`config.mk`:
```
export PLATFORM = sky130hd
export DESIGN_NAME = apb_master_bridge_flat
export DESIGN_NICKNAME = d
export VERILOG_FILES = /design/src/rtl/apb_master_bridge_pkg.sv /design/src/rtl/apb_master_bridge_if.sv /design/src/rtl/apb_master_bridge_slave_decoder.sv /design/src/rtl/apb_master_bridge.sv /design/src/flat_wrapper.sv
export SDC_FILE = /design/constraint.sdc
export NUM_CORES = 1
export LEC_CHECK = 0
export CAP_MARGIN = 40
export CORE_MARGIN = 2
export CORE_UTILIZATION = 36
export CTS_BUF_LIST = sky130_fd_sc_hd__clkbuf_8
export DETAILED_ROUTE_END_ITERATION = 8
export PLACE_DENSITY_LB_ADDON = 0.08
export SLEW_MARGIN = 20
export SYNTH_ARGS = -nofsm -noshare
export SYNTH_HDL_FRONTEND = slang
export SYNTH_SLANG_ARGS = --single-unit
```
`constraint.sdc`:
```
create_clock -name pclk -period 1.64 [get_ports pclk]
set_input_delay 0.328 -clock pclk [delete_from_list [all_inputs] [get_ports pclk]]
set_output_delay 0.328 -clock pclk [all_outputs]
set_load 0.05 [all_outputs]
```
`src/rtl/apb_master_bridge_pkg.sv`:
```
// rtl/apb_master_bridge_pkg.sv - shared APB encodings, widths and transfer structs
package apb_master_bridge_pkg;

  localparam int ADDRESS_WIDTH  = 32;
  localparam int DATA_WIDTH     = 32;
  localparam int NO_OF_SLAVES   = 16;
  localparam int TIMEOUT_CYCLES = 256;

  typedef enum logic [1:0] {
    IDLE_STATE   = 2'd0,
    SETUP_STATE  = 2'd1,
    ACCESS_STATE = 2'd2
  } operation_states_e;

  typedef enum logic {
    READ  = 1'b0,
    WRITE = 1'b1
  } tx_type_e;

  // Monitor-side view of one completed transfer
  typedef struct packed {
    tx_type_e                tx_type;
    logic [ADDRESS_WIDTH-1:0] addr;
    logic [DATA_WIDTH-1:0]    data;
    logic                     slverr;
  } apb_transfer_char_s;

  // Sized at the maximum widths so narrower bridges zero-extend into it
  typedef struct packed {
    tx_type_e                   write;
    logic [ADDRESS_WIDTH-1:0]   addr;
    logic [DATA_WIDTH-1:0]      wdata;
    logic [DATA_WIDTH/8-1:0]    strb;
    logic [2:0]                 prot;
  } apb_cmd_s;

endpackage

```
`src/rtl/apb_master_bridge_if.sv`:
```
// rtl/apb_master_bridge_if.sv - command/response and APB bus bundle for the bridge
interface apb_master_bridge_if #(
  parameter int ADDRESS_WIDTH = apb_master_bridge_pkg::ADDRESS_WIDTH,
  parameter int DATA_WIDTH    = apb_master_bridge_pkg::DATA_WIDTH,
  parameter int NO_OF_SLAVES  = apb_master_bridge_pkg::NO_OF_SLAVES
);
  logic                      cmd_valid;
  logic                      cmd_ready;
  logic                      cmd_write;
  logic [ADDRESS_WIDTH-1:0]  cmd_addr;
  logic [DATA_WIDTH-1:0]     cmd_wdata;
  logic [DATA_WIDTH/8-1:0]   cmd_strb;
  logic [2:0]                cmd_prot;

  logic                      rsp_valid;
  logic                      rsp_ready;
  logic [DATA_WIDTH-1:0]     rsp_rdata;
  logic                      rsp_slverr;
  logic                      rsp_timeout;

  logic [ADDRESS_WIDTH-1:0]  paddr;
  logic                      pwrite;
  logic [DATA_WIDTH-1:0]     pwdata;
  logic [DATA_WIDTH/8-1:0]   pstrb;
  logic [2:0]                pprot;
  logic [NO_OF_SLAVES-1:0]   pselx;
  logic                      penable;
  logic [DATA_WIDTH-1:0]     prdata;
  logic                      pready;
  logic                      pslverr;

  modport master (
    input  cmd_valid, cmd_write, cmd_addr, cmd_wdata, cmd_strb, cmd_prot,
    input  rsp_ready, prdata, pready, pslverr,
    output cmd_ready, rsp_valid, rsp_rdata, rsp_slverr, rsp_timeout,
    output paddr, pwrite, pwdata, pstrb, pprot, pselx, penable
  );

  modport slave (
    output cmd_valid, cmd_write, cmd_addr, cmd_wdata, cmd_strb, cmd_prot,
    output rsp_ready, prdata, pready, pslverr,
    input  cmd_ready, rsp_valid, rsp_rdata, rsp_slverr, rsp_timeout,
    input  paddr, pwrite, pwdata, pstrb, pprot, pselx, penable
  );

endinterface

```
`src/rtl/apb_master_bridge_slave_decoder.sv`:
```
// rtl/apb_master_bridge_slave_decoder.sv - upper address bits to one-hot pselx
module apb_slave_decoder #(
  parameter int NO_OF_SLAVES = apb_master_bridge_pkg::NO_OF_SLAVES
) (
  input  logic [$clog2(NO_OF_SLAVES)-1:0] slave_idx,
  input  logic                            sel_en,
  output logic [NO_OF_SLAVES-1:0]         pselx
);

  always_comb begin
    pselx = '0;
    if (sel_en) pselx[slave_idx] = 1'b1;
  end

endmodule

```
`src/rtl/apb_master_bridge.sv`:
```
// rtl/apb_master_bridge.sv - single-outstanding APB requester with valid/ready cmd/rsp
// Optional ACCESS wait limit enabled by defining APB_MASTER_TIMEOUT_EN.
module apb_master_bridge #(
  parameter int ADDRESS_WIDTH  = apb_master_bridge_pkg::ADDRESS_WIDTH,
  parameter int DATA_WIDTH     = apb_master_bridge_pkg::DATA_WIDTH,
  parameter int NO_OF_SLAVES   = apb_master_bridge_pkg::NO_OF_SLAVES,
  parameter int TIMEOUT_CYCLES = apb_master_bridge_pkg::TIMEOUT_CYCLES
) (
  input logic                 pclk,
  input logic                 preset,
  apb_master_bridge_if.master bus
);
  import apb_master_bridge_pkg::*;

  localparam int SEL_W  = $clog2(NO_OF_SLAVES);
  localparam int STRB_W = DATA_WIDTH / 8;

  operation_states_e     state_q, state_d;
  apb_cmd_s              cmd_q;
  logic                  rsp_valid_q;
  logic [DATA_WIDTH-1:0] rsp_rdata_q;
  logic                  rsp_slverr_q;
  logic                  rsp_timeout_q;
  logic                  accept, complete, timed_out, sel_en, penable_c;

  assign bus.cmd_ready = !preset && (state_q == IDLE_STATE) && (!rsp_valid_q || bus.rsp_ready);
  assign accept        = bus.cmd_valid && bus.cmd_ready;

`ifdef APB_MASTER_TIMEOUT_EN
  localparam int TO_W = $clog2(TIMEOUT_CYCLES + 1);
  logic [TO_W-1:0] wait_cnt;

  // Counts completed pready-low ACCESS cycles; the limit-th one ends the transfer
  always_ff @(posedge pclk) begin
    if (preset || state_q == SETUP_STATE) wait_cnt <= '0;
    else if (state_q == ACCESS_STATE && !bus.pready) wait_cnt <= wait_cnt + TO_W'(1);
  end

  assign timed_out = (state_q == ACCESS_STATE) && !bus.pready &&
                     (wait_cnt == TO_W'(TIMEOUT_CYCLES - 1));
`else
  assign timed_out = 1'b0;
`endif

  always_comb begin
    state_d   = state_q;
    sel_en    = 1'b0;
    penable_c = 1'b0;
    complete  = 1'b0;
    case (state_q)
      IDLE_STATE:   if (accept) state_d = SETUP_STATE;
      SETUP_STATE: begin
        sel_en  = 1'b1;
        state_d = ACCESS_STATE;
      end
      ACCESS_STATE: begin
        sel_en    = 1'b1;
        penable_c = 1'b1;
        if (bus.pready || timed_out) begin
          complete = 1'b1;
          state_d  = IDLE_STATE;
        end
      end
      default:      state_d = IDLE_STATE;
    endcase
  end

  always_ff @(posedge pclk) begin
    if (preset) begin
      state_q       <= IDLE_STATE;
      cmd_q         <= '0;
      rsp_valid_q   <= 1'b0;
      rsp_rdata_q   <= '0;
      rsp_slverr_q  <= 1'b0;
      rsp_timeout_q <= 1'b0;
    end else begin
      state_q <= state_d;
      if (accept) begin
        cmd_q.write <= tx_type_e'(bus.cmd_write);
        cmd_q.addr  <= 32'(bus.cmd_addr);
        cmd_q.wdata <= bus.cmd_write ? 32'(bus.cmd_wdata) : '0;
        cmd_q.strb  <= bus.cmd_write ? 4'(bus.cmd_strb) : '0;
        cmd_q.prot  <= bus.cmd_prot;
      end
      // A response can only complete after the previous one drained at accept
      if (complete) begin
        rsp_valid_q   <= 1'b1;
        rsp_rdata_q   <= (cmd_q.write == READ && !timed_out) ? bus.prdata : '0;
        rsp_slverr_q  <= timed_out || bus.pslverr;
        rsp_timeout_q <= timed_out;
      end else if (bus.rsp_ready) begin
        rsp_valid_q <= 1'b0;
      end
    end
  end

  apb_slave_decoder #(.NO_OF_SLAVES(NO_OF_SLAVES)) u_decoder (
    .slave_idx (cmd_q.addr[ADDRESS_WIDTH-1 -: SEL_W]),
    .sel_en    (sel_en),
    .pselx     (bus.pselx)
  );

  assign bus.penable     = penable_c;
  assign bus.paddr       = cmd_q.addr[ADDRESS_WIDTH-1:0];
  assign bus.pwrite      = (cmd_q.write == WRITE);
  assign bus.pwdata      = cmd_q.wdata[DATA_WIDTH-1:0];
  assign bus.pstrb       = cmd_q.strb[STRB_W-1:0];
  assign bus.pprot       = cmd_q.prot;
  assign bus.rsp_valid   = rsp_valid_q;
  assign bus.rsp_rdata   = rsp_rdata_q;
  assign bus.rsp_slverr  = rsp_slverr_q;
  assign bus.rsp_timeout = rsp_timeout_q;

endmodule

```
`src/flat_wrapper.sv`:
```
// flat-port wrapper written by rule: the top's interface ports become plain ports
module apb_master_bridge_flat import apb_master_bridge_pkg::*;
#(
  parameter int ADDRESS_WIDTH  = apb_master_bridge_pkg::ADDRESS_WIDTH,
  parameter int DATA_WIDTH     = apb_master_bridge_pkg::DATA_WIDTH,
  parameter int NO_OF_SLAVES   = apb_master_bridge_pkg::NO_OF_SLAVES,
  parameter int TIMEOUT_CYCLES = apb_master_bridge_pkg::TIMEOUT_CYCLES
)
  (pclk, preset, bus_cmd_valid, bus_cmd_write, bus_cmd_addr, bus_cmd_wdata, bus_cmd_strb, bus_cmd_prot, bus_rsp_ready, bus_prdata, bus_pready, bus_pslverr, bus_cmd_ready, bus_rsp_valid, bus_rsp_rdata, bus_rsp_slverr, bus_rsp_timeout, bus_paddr, bus_pwrite, bus_pwdata, bus_pstrb, bus_pprot, bus_pselx, bus_penable);
  apb_master_bridge_if #(.ADDRESS_WIDTH(ADDRESS_WIDTH), .DATA_WIDTH(DATA_WIDTH), .NO_OF_SLAVES(NO_OF_SLAVES)) bus_i ();
  input logic pclk;
  input logic preset;
  input wire logic [$bits(bus_i.cmd_valid)-1:0] bus_cmd_valid;
  input wire logic [$bits(bus_i.cmd_write)-1:0] bus_cmd_write;
  input wire logic [$bits(bus_i.cmd_addr)-1:0] bus_cmd_addr;
  input wire logic [$bits(bus_i.cmd_wdata)-1:0] bus_cmd_wdata;
  input wire logic [$bits(bus_i.cmd_strb)-1:0] bus_cmd_strb;
  input wire logic [$bits(bus_i.cmd_prot)-1:0] bus_cmd_prot;
  input wire logic [$bits(bus_i.rsp_ready)-1:0] bus_rsp_ready;
  input wire logic [$bits(bus_i.prdata)-1:0] bus_prdata;
  input wire logic [$bits(bus_i.pready)-1:0] bus_pready;
  input wire logic [$bits(bus_i.pslverr)-1:0] bus_pslverr;
  output wire logic [$bits(bus_i.cmd_ready)-1:0] bus_cmd_ready;
  output wire logic [$bits(bus_i.rsp_valid)-1:0] bus_rsp_valid;
  output wire logic [$bits(bus_i.rsp_rdata)-1:0] bus_rsp_rdata;
  output wire logic [$bits(bus_i.rsp_slverr)-1:0] bus_rsp_slverr;
  output wire logic [$bits(bus_i.rsp_timeout)-1:0] bus_rsp_timeout;
  output wire logic [$bits(bus_i.paddr)-1:0] bus_paddr;
  output wire logic [$bits(bus_i.pwrite)-1:0] bus_pwrite;
  output wire logic [$bits(bus_i.pwdata)-1:0] bus_pwdata;
  output wire logic [$bits(bus_i.pstrb)-1:0] bus_pstrb;
  output wire logic [$bits(bus_i.pprot)-1:0] bus_pprot;
  output wire logic [$bits(bus_i.pselx)-1:0] bus_pselx;
  output wire logic [$bits(bus_i.penable)-1:0] bus_penable;
  assign bus_i.cmd_valid = bus_cmd_valid;
  assign bus_i.cmd_write = bus_cmd_write;
  assign bus_i.cmd_addr = bus_cmd_addr;
  assign bus_i.cmd_wdata = bus_cmd_wdata;
  assign bus_i.cmd_strb = bus_cmd_strb;
  assign bus_i.cmd_prot = bus_cmd_prot;
  assign bus_i.rsp_ready = bus_rsp_ready;
  assign bus_i.prdata = bus_prdata;
  assign bus_i.pready = bus_pready;
  assign bus_i.pslverr = bus_pslverr;
  assign bus_cmd_ready = bus_i.cmd_ready;
  assign bus_rsp_valid = bus_i.rsp_valid;
  assign bus_rsp_rdata = bus_i.rsp_rdata;
  assign bus_rsp_slverr = bus_i.rsp_slverr;
  assign bus_rsp_timeout = bus_i.rsp_timeout;
  assign bus_paddr = bus_i.paddr;
  assign bus_pwrite = bus_i.pwrite;
  assign bus_pwdata = bus_i.pwdata;
  assign bus_pstrb = bus_i.pstrb;
  assign bus_pprot = bus_i.pprot;
  assign bus_pselx = bus_i.pselx;
  assign bus_penable = bus_i.penable;
  apb_master_bridge #(.ADDRESS_WIDTH(ADDRESS_WIDTH), .DATA_WIDTH(DATA_WIDTH), .NO_OF_SLAVES(NO_OF_SLAVES), .TIMEOUT_CYCLES(TIMEOUT_CYCLES)) u_core (.pclk(pclk), .preset(preset), .bus(bus_i));
endmodule
```
# == Word-level counts from Yosys, hierarchy flattened ==
# Index checks and enable logic that the tools add are counted.
# Widths: inputs -> output; s select.
# classes
order_cmp,2
n_eq_ne,4
muxes,15
n_reduce_logical,11
# ops
operator,count
$mux 32,2
$mux 16,1
$mux 1,7
$pmux 2 s3,1
$lt 4x5->1 const B,1
$demux 1 s4,1
$ge 4x1->1 const B,1
$logic_and 1x1->1,4
$mux 2,2
$mux 4,1
$eq 2x1->1 const B,1
$eq 2x2->1 const B,1
$logic_not 1->1,2
$logic_not 2->1,1
$ne 2x1->1 const B,1
$ne 2x2->1 const B,1
$reduce_and 2->1,1
$reduce_bool 2->1,1
$reduce_or 2->1,1
$logic_or 1x1->1,1
# word_totals
ff_bits,108
inputBits,110
output_inout_bits,125
elab_cells,41

# == Longest topological paths before layout ==
# Gate-level depths: netlist (run 1).
# logic_depth
ltp_word,6
ltp_mapped,8
mapped_depth_nobuf,6

# == Modules after synthesis ==
# A second synthesis (run 1) with hierarchy kept.
# hier_totals
hier_cells,515
area_unflattened_um2,4192.8
# modules_own_cells
module,n_inst,cells_each,area_each_um2,seq_area_each_um2
apb_master_bridge,1,492,4075.2,2162.1
apb_slave_decoder,1,23,117.6,0.0

# == Least setup slack after synthesis (run 1) ==
# Ideal clock, no wire load.
# synth_path
kind,register to output
startpoint,reg u_core.state_q[0]
endpoint,out bus_pselx[0]
arrival_ns,2.249
required_time_ns,1.312
setup_slack_ns,-0.937
path_stages_with_launch,5
n_path_buf,0
cell_sequence,dfxtp_1 -> inv_1 -> ha_1 -> or3b_2 -> nor3_1
# synth_between
elab_chain_len,4
word_cells_on_any_way,5
cone_classes,eq/ne: 2; mux: 2; reduce/logical: 1
# synth_rtl
element,line_no,rtl
"start, declared",apb_master_bridge.sv:18,"operation_states_e state_q, state_d;"
"start signal, assigned",apb_master_bridge.sv:77,state_q <= state_d;
$eq 2x1->1 or $eq 2x2->1 (tied branches),apb_master_bridge.sv:50,case (state_q)
$reduce_or 2->1 (no source line) (*),--,
$mux 1 (*),apb_master_bridge.sv:50,
$mux 16 (*),apb_master_bridge_slave_decoder.sv:12,if (sel_en) pselx[slave_idx] = 1'b1;
"end, declared",flat_wrapper.sv:33,output wire logic [$bits(bus_i.pselx)-1:0] bus_pselx;
# Mark *: on every way between the ends. The rest lies on a longest branch, timed or not.

# == Final worst setup path (run 1) ==
# layout_path
startpoint,reg u_core.state_q[1]
endpoint,out bus_pselx[8]
# Same word-level chain as after synthesis.

==> results of run 1 <==
[layout make-up]
class                   count  area share
clock buffers              11      0.0214
flip-flops and latches    108       0.307
multi-input cells         361       0.275
inverters                   2     0.00106
clock inverters             5     0.00847
repair buffers            259       0.362
well taps                 143      0.0252
[cells by family (layout without fill, tap and decap cells)]
logic type               count (synthesis)  in the layout  synth area share
AO/OA/AOI/OAI                          112            112             0.134
adder cells (fa/ha/maj)                  4              4            0.0119
flip-flops                             108            108             0.516
other                                    1              1          0.000895
AND/OR/NAND/NOR                        244            244             0.272
buffers and inverters                   47            277            0.0651
[worst paths after layout]
kind / depth (start not counted) / from / to
setup / recovery: 6 / u_core.state_q[1] / bus_pselx[8]
hold / removal: 2 / preset / u_core.bus.rsp_valid
setup reg to reg: 7 / u_core.state_q[0] / u_core.bus.pwdata[27]
hold reg to reg: 2 / u_core.bus.pwdata[25] / u_core.bus.pwdata[25]
[stage by stage]
stage               instance area (µm²)  std cells  hold slack (ns)  setup TNS, ns
CTS                                7080        889            0.197          -6.82
global route                       7090        889            0.196          -7.94
floorplan                          4370        516            0.454          -3.55
finish                             7090        889            0.217          -6.32
global placement                   6830        872            0.442          -8.29
detailed placement                 6830        872            0.448          -9.81
[worst register-to-register path: stages (launching register included)]
cell and delay, ns:
dfxtp_2 0.34, inv_2 0.07, ha_4 0.14, buf_4 0.11
and4b_2 0.28, buf_12 0.24, nand3_1 0.14, a21oi_1 0.14
[synthesized netlist by cell type]
| cell | count |
|---|---|
| a21oi_1 | 108 |
| and2b_1 | 1 |
| and4b_1 | 1 |
| buf_2 | 17 |
| buf_4 | 2 |
| buf_6 | 9 |
| clkbuf_1 | 17 |
| conb_1 | 1 |
| dfxtp_1 | 108 |
| ha_1 | 4 |
| inv_1 | 2 |
| nand2_1 | 111 |
| nand2b_1 | 5 |
| nand3_1 | 40 |
| nand3b_1 | 2 |
| nand4b_1 | 1 |
| nor2_1 | 44 |
| nor2b_1 | 1 |
| nor3_1 | 4 |
| nor3b_1 | 33 |
| o21a_1 | 1 |
| o21ai_0 | 3 |
| or3b_2 | 1 |
[power groups by stage]
stage / clock network [mW] / registers [mW] / logic (mW)
after global placement: 0 / 2.94 / 2.18
after global routing: 1.86 / 2.91 / 2.36
after detailed placement: 0 / 2.95 / 2.20
after CTS: 1.76 / 2.89 / 2.23
after floorplan: 0 / 3.44 / 0.829
final: 1.69 / 2.89 / 2.22
[state kept, by name (all words and copies together), names as in the netlist]
signal	flops
u_core.bus.pwrite	1
u_core.bus.paddr	32
u_core.bus.rsp_slverr	1
u_core.bus.rsp_rdata	32
u_core.bus.rsp_valid	1
u_core.bus.pprot	3
u_core.state_q	2
u_core.bus.pstrb	4
u_core.bus.pwdata	32
[timing repair]
action                                 in CTS  in global routing
hold buffers                                0                  0
buffers inserted                            2                  0
setup endpoints to repair                  18                 18
endpoints found under the hold margin       0                  0
gates resized for setup                     8                  2
pin swaps                                   9                  1
gates cloned                                0                  0
[routing by layer]
| layer | share of wire | track usage | vias up |
|---|---|---|---|
| met1 | 0.41 | 0.236 | 1965 |
| met5 | 0 | 0 | - |
| met4 | 0.0091 | 0.0428 | 0 |
| li1 | - | - | 2167 |
| met2 | 0.50 | 0.358 | 144 |
| met3 | 0.078 | 0.0800 | 9 |
==> impl_metrics.yaml, run 1 <==
route:
  routed_wl_um: 13000
  num_vias: 4285
  route.detailed.wl_per_inst_um: 14.7
  dr.first_iter.drc_count: 312
  post_drt_via_cell_ratio: 4.82
  ant_nets: 0
  post-route-drc-count: 0
  drtPass1Iterations: 4
synthesis:
  synth_seq_area_share: 0.516
  syn_inst: 516
  synth_nets: 630
  synth_area_um2: 4190
  synth.largest_area_cell: "dfxtp_1"
  synth_top_area_share: 0.516
  yosysWarnings: 0
  synth-seq-cells: 108
  synth.distinct_cells: 23
  syn_avg_cell_area_um2: 8.12
  synth.area.top_cells: "dfxtp_1 (52%), a21oi_1 (13%), nand2_1 (9.9%), nor3b_1 (5.9%), nand3_1 (4.8%)"
timing:
  max_clock_freq_mhz: 457
  relSlewSlack: 0.597
  fin_worst_skew_ns: 0.00534
  setup_ws_ns: -0.548
  period_share: 1.33
  worst_pin_slew_ns: 0.605
  setup_viol: 16
  maxSlewViolCount: 0
  final_hold_viol_count: 0
  fin_crit_ns: 2.19
  rsz0062_at_grt: "true"
floorplan:
  pin_count: 235
  placementRows: 39
  dieHeight_um: 112
  coreArea_um2: 11400
  die_w_um: 112
  die-area_um2: 12500
  initial_core_util: 0.368
critical_path:
  cp_max_fo: 3
  arrival_ns: 1.86
  end_kind: "output port"
  critPathLaunchType: "flop"
  r2r_slack_ns: 0.13
  path_cells: "inv_2 > ha_4 > or3b_4 > buf_12 > nor2_4 > buf_12"
  critical_path.top_delay_family: "simple AND/OR/NAND/NOR gates"
  worstSetupPathType: "reg -> out"
  max_stage_delay_ns: 0.43
  crit_required_ns: 1.31
  crit_path_top_delay_cell: "or3b_4"
  critPathBufInv: 3
  crit_path_frequent_cell: "buf_12"
clock_tree:
  cts_root_buf: "clkbuf_8"
  cts_tree: "built"
  clock_path_buffers: 2
  insertion_delay_ns: 0.37
  clk_pin_slew_ns: 0.10
  cts_buffers: 9
  cts_sinks: 108
  cts-htree-levels: 3
power:
  p_seq_frac: 0.425
  switchingPower_mw: 2.30
  comb_power_share: 0.327
  swShare: 0.338
  leakage_nw: 2.74
  p_int_mw: 4.49
  total_power_mw: 6.79
  pwr_density_cell_nw_per_um2: 958
  p_clk_frac: 0.248
  ir_drop_uv: 706
placed_design:
  place_congestion: 0.789
  place_ws_ns: -0.194
  dp_hpwl_um: 9290
  portBuffers: 233
global_route:
  grt_pass1_wl_um: 20900
  grt_max_degree: 73
  track_usage: 0.204
  grt_pass1_vias: 4138
  antenna_found_initial: 0
  gr-total-overflow: 0
status:
  outcome: "finished, violations left"
  violations: "setup timing"
cells_and_area:
  drive_gt1_frac: 0.271
  nFillCells: 1018
  syn_to_final_growth_pct: 69.3
  utilization: 0.624
  layout_common_cells: "buf_4 (120), nand2_1 (109), a21oi_1 (107), clkdlybuf4s50_1 (107), dfxtp_1 (101)"
  register_area_um2: 2170
  multi_input_area_um2: 1950
  diodes: 0
  nets: 855
  layout_commonest_cell: "buf_4"
hold_path:
  hold_class: "in -> reg"
run:
  cap_violations: 0
Note: power is estimated with default switching activity, not from simulation.
==> run 2: changes to the inputs <==
--- a/config.mk
+++ b/config.mk
@@ -5,7 +5,6 @@
 export SDC_FILE = /design/constraint.sdc
 export NUM_CORES = 1
 export LEC_CHECK = 0
-export CAP_MARGIN = 40
 export CORE_MARGIN = 2
 export CORE_UTILIZATION = 36
 export CTS_BUF_LIST = sky130_fd_sc_hd__clkbuf_8
==> constraint.sdc (replaced) <==
create_clock -name pclk -period 1.64 [get_ports pclk]
set_input_delay 0.246 -clock pclk [delete_from_list [all_inputs] [get_ports pclk]]
set_output_delay 0.246 -clock pclk [all_outputs]
set_load 0.05 [all_outputs]
==> impl_metrics.yaml, run 2 (synthesis gave the netlist of run 1 again) <==
timing:
  relSlewSlack: 0.616
  setup_viol: 16
  setup_ws_ns: -0.420
  fin_worst_skew_ns: 0.00914
  period_share: 1.26
  worst_pin_slew_ns: 0.576
  fin_crit_ns: 2.06
  final_hold_viol_count: 0
  max_clock_freq_mhz: 486
  rsz0062_at_grt: "true"
  maxSlewViolCount: 0
  tns_ns: -4.97
power:
  pwr_density_cell_nw_per_um2: 943
  leakage_nw: 2.76
  total_power_mw: 6.70
  ir_drop_uv: 514
route:
  drtPass1Iterations: 4
  num_vias: 4291
  route.detailed.wl_per_inst_um: 14.5
  ant_nets: 0
  post_drt_via_cell_ratio: 4.81
  post-route-drc-count: 0
  routed_wl_um: 13000
  dr.first_iter.drc_count: 231
cells_and_area:
  nets: 859
  drive_gt1_frac: 0.277
  layout_commonest_cell: "buf_4"
  syn_to_final_growth_pct: 69.8
  layout_common_cells: "buf_4 (125), nand2_1 (109), a21oi_1 (108), clkdlybuf4s50_1 (108), dfxtp_1 (102)"
  fin_cells: 893
  diodes: 0
critical_path:
  end_kind: "output port"
  crit_required_ns: 1.39
  critical_path.top_delay_family: "simple AND/OR/NAND/NOR gates"
  r2r_slack_ns: 0.12
  path_cells: "inv_2 > ha_4 > or3b_4 > nor3_4 > buf_12"
  cp_max_fo: 4
  r2r_start: "u_core.state_q[1]"
  arrival_ns: 1.81
  critPathLaunchType: "flop"
  ff2ff_path_depth: 8
  worstSetupPathType: "reg -> out"
  critPathBufInv: 2
  max_stage_delay_ns: 0.44
  crit_path_top_delay_cell: "or3b_4"
  regToRegEndpoint: "u_core.bus.rsp_rdata[4]"
global_route:
  antenna_found_initial: 0
  grt_pass1_vias: 4223
  gr-total-overflow: 0
  grt_max_degree: 64
  track_usage: 0.204
  grt_pass1_wl_um: 20900
clock_tree:
  cts_root_buf: "clkbuf_8"
  insertion_delay_ns: 0.37
  clock_path_buffers: 2
  cts_tree: "built"
  cts-htree-levels: 3
  cts_buffers: 9
  clk_pin_slew_ns: 0.10
  cts_sinks: 108
hold_path:
  hold_class: "in -> reg"
  min_from: "preset"
  hold-path-cell-count: 3
  holdPathEnd: "u_core.bus.rsp_rdata[13]"
floorplan:
  placementRows: 39
  die_w_um: 112
  die-area_um2: 12500
  pin_count: 235
  dieHeight_um: 112
  initial_core_util: 0.368
  coreArea_um2: 11400
status:
  violations: "setup timing"
  outcome: "finished, violations left"
placed_design:
  place_congestion: 0.781
  place_inst: 876
  portBuffers: 233
  dp_hpwl_um: 9620
run:
  cap_violations: 0
## run 2: cell types whose count changed in the layout (fill, tap and decap cells not counted), sizes merged
cell | previous run | this run
clkinvlp | 1 | 0
dlygate4sd2 | 1 | 0
clkbuf | 11 | 10
clkdlybuf4s50 | 107 | 108
buf | 151 | 155
inv | 2 | 3
clkinv | 3 | 4
## run 2: timing repair
action,in CTS,in global routing
endpoints found under the hold margin,0,0
endpoints found under the setup margin,17,19
setup buffers,1,1
gates cloned,0,0
resized for setup,3,5
hold buffers,0,0
pin swaps,10,1
## run 2: layer usage
| metal | vias to the layer above | track usage | wire length [µm] |
|---|---|---|---|
| met1 | 1962 | 0.241 | 5210 |
| li1 | 2167 | - | - |
| met5 | - | 0 | 0 |
| met4 | 0 | 0.0626 | 141 |
| met2 | 151 | 0.360 | 6640 |
| met3 | 11 | 0.0561 | 976 |
## run 2: through the flow
stage,setup slack (ns),hold WS (ns),utilization,cell area (µm²)
floorplan,-0.181,0.374,-,4370
global placement,-0.0721,0.443,0.604,6870
detailed placement,-0.132,0.447,0.604,6870
CTS,-0.454,0.362,0.623,7080
global route,-0.502,0.387,0.626,7110
finish,-0.420,0.386,0.626,7110
## run 2: worst max-delay path by stage
stage	cells past startpoint	end	startpoint	slack (ns)
floorplan	4	bus_pselx[0]	u_core.state_q[0]	-0.18
global placement	6	u_core.bus.pwdata[7]	bus_rsp_ready	-0.07
detailed placement	6	u_core.bus.pstrb[1]	bus_rsp_ready	-0.13
CTS	5	bus_pselx[0]	u_core.state_q[1]	-0.45
global route	5	bus_pselx[0]	u_core.state_q[0]	-0.50
finish	5	bus_pselx[0]	u_core.state_q[0]	-0.42
## run 2: worst register-to-register path: stages, from the launching register on
cell and delay (ns):
dfxtp_2 0.34, buf_4 0.12, buf_4 0.12, ha_2 0.21, nand2_2 0.10, buf_12 0.22, nor3b_1 0.10, a21oi_1 0.13
nor2_1 0.06
## run 2: report_power, final
| group | total [mW] | switching (mW) | internal, mW |
|---|---|---|---|
| Sequential | 2.88 | 0.0955 | 2.79 |
| Clock | 1.63 | 0.883 | 0.749 |
| Combinational | 2.19 | 1.29 | 0.907 |
## run 2: cell type report
type,instances,area [µm²]
fill,1016,4260
sequential,108,2170
tap,143,179
multi-input combinational,361,1950
inverter,2,7.51
clock inverter,6,62.6
clock buffer,10,138
timing repair buffer,263,2600
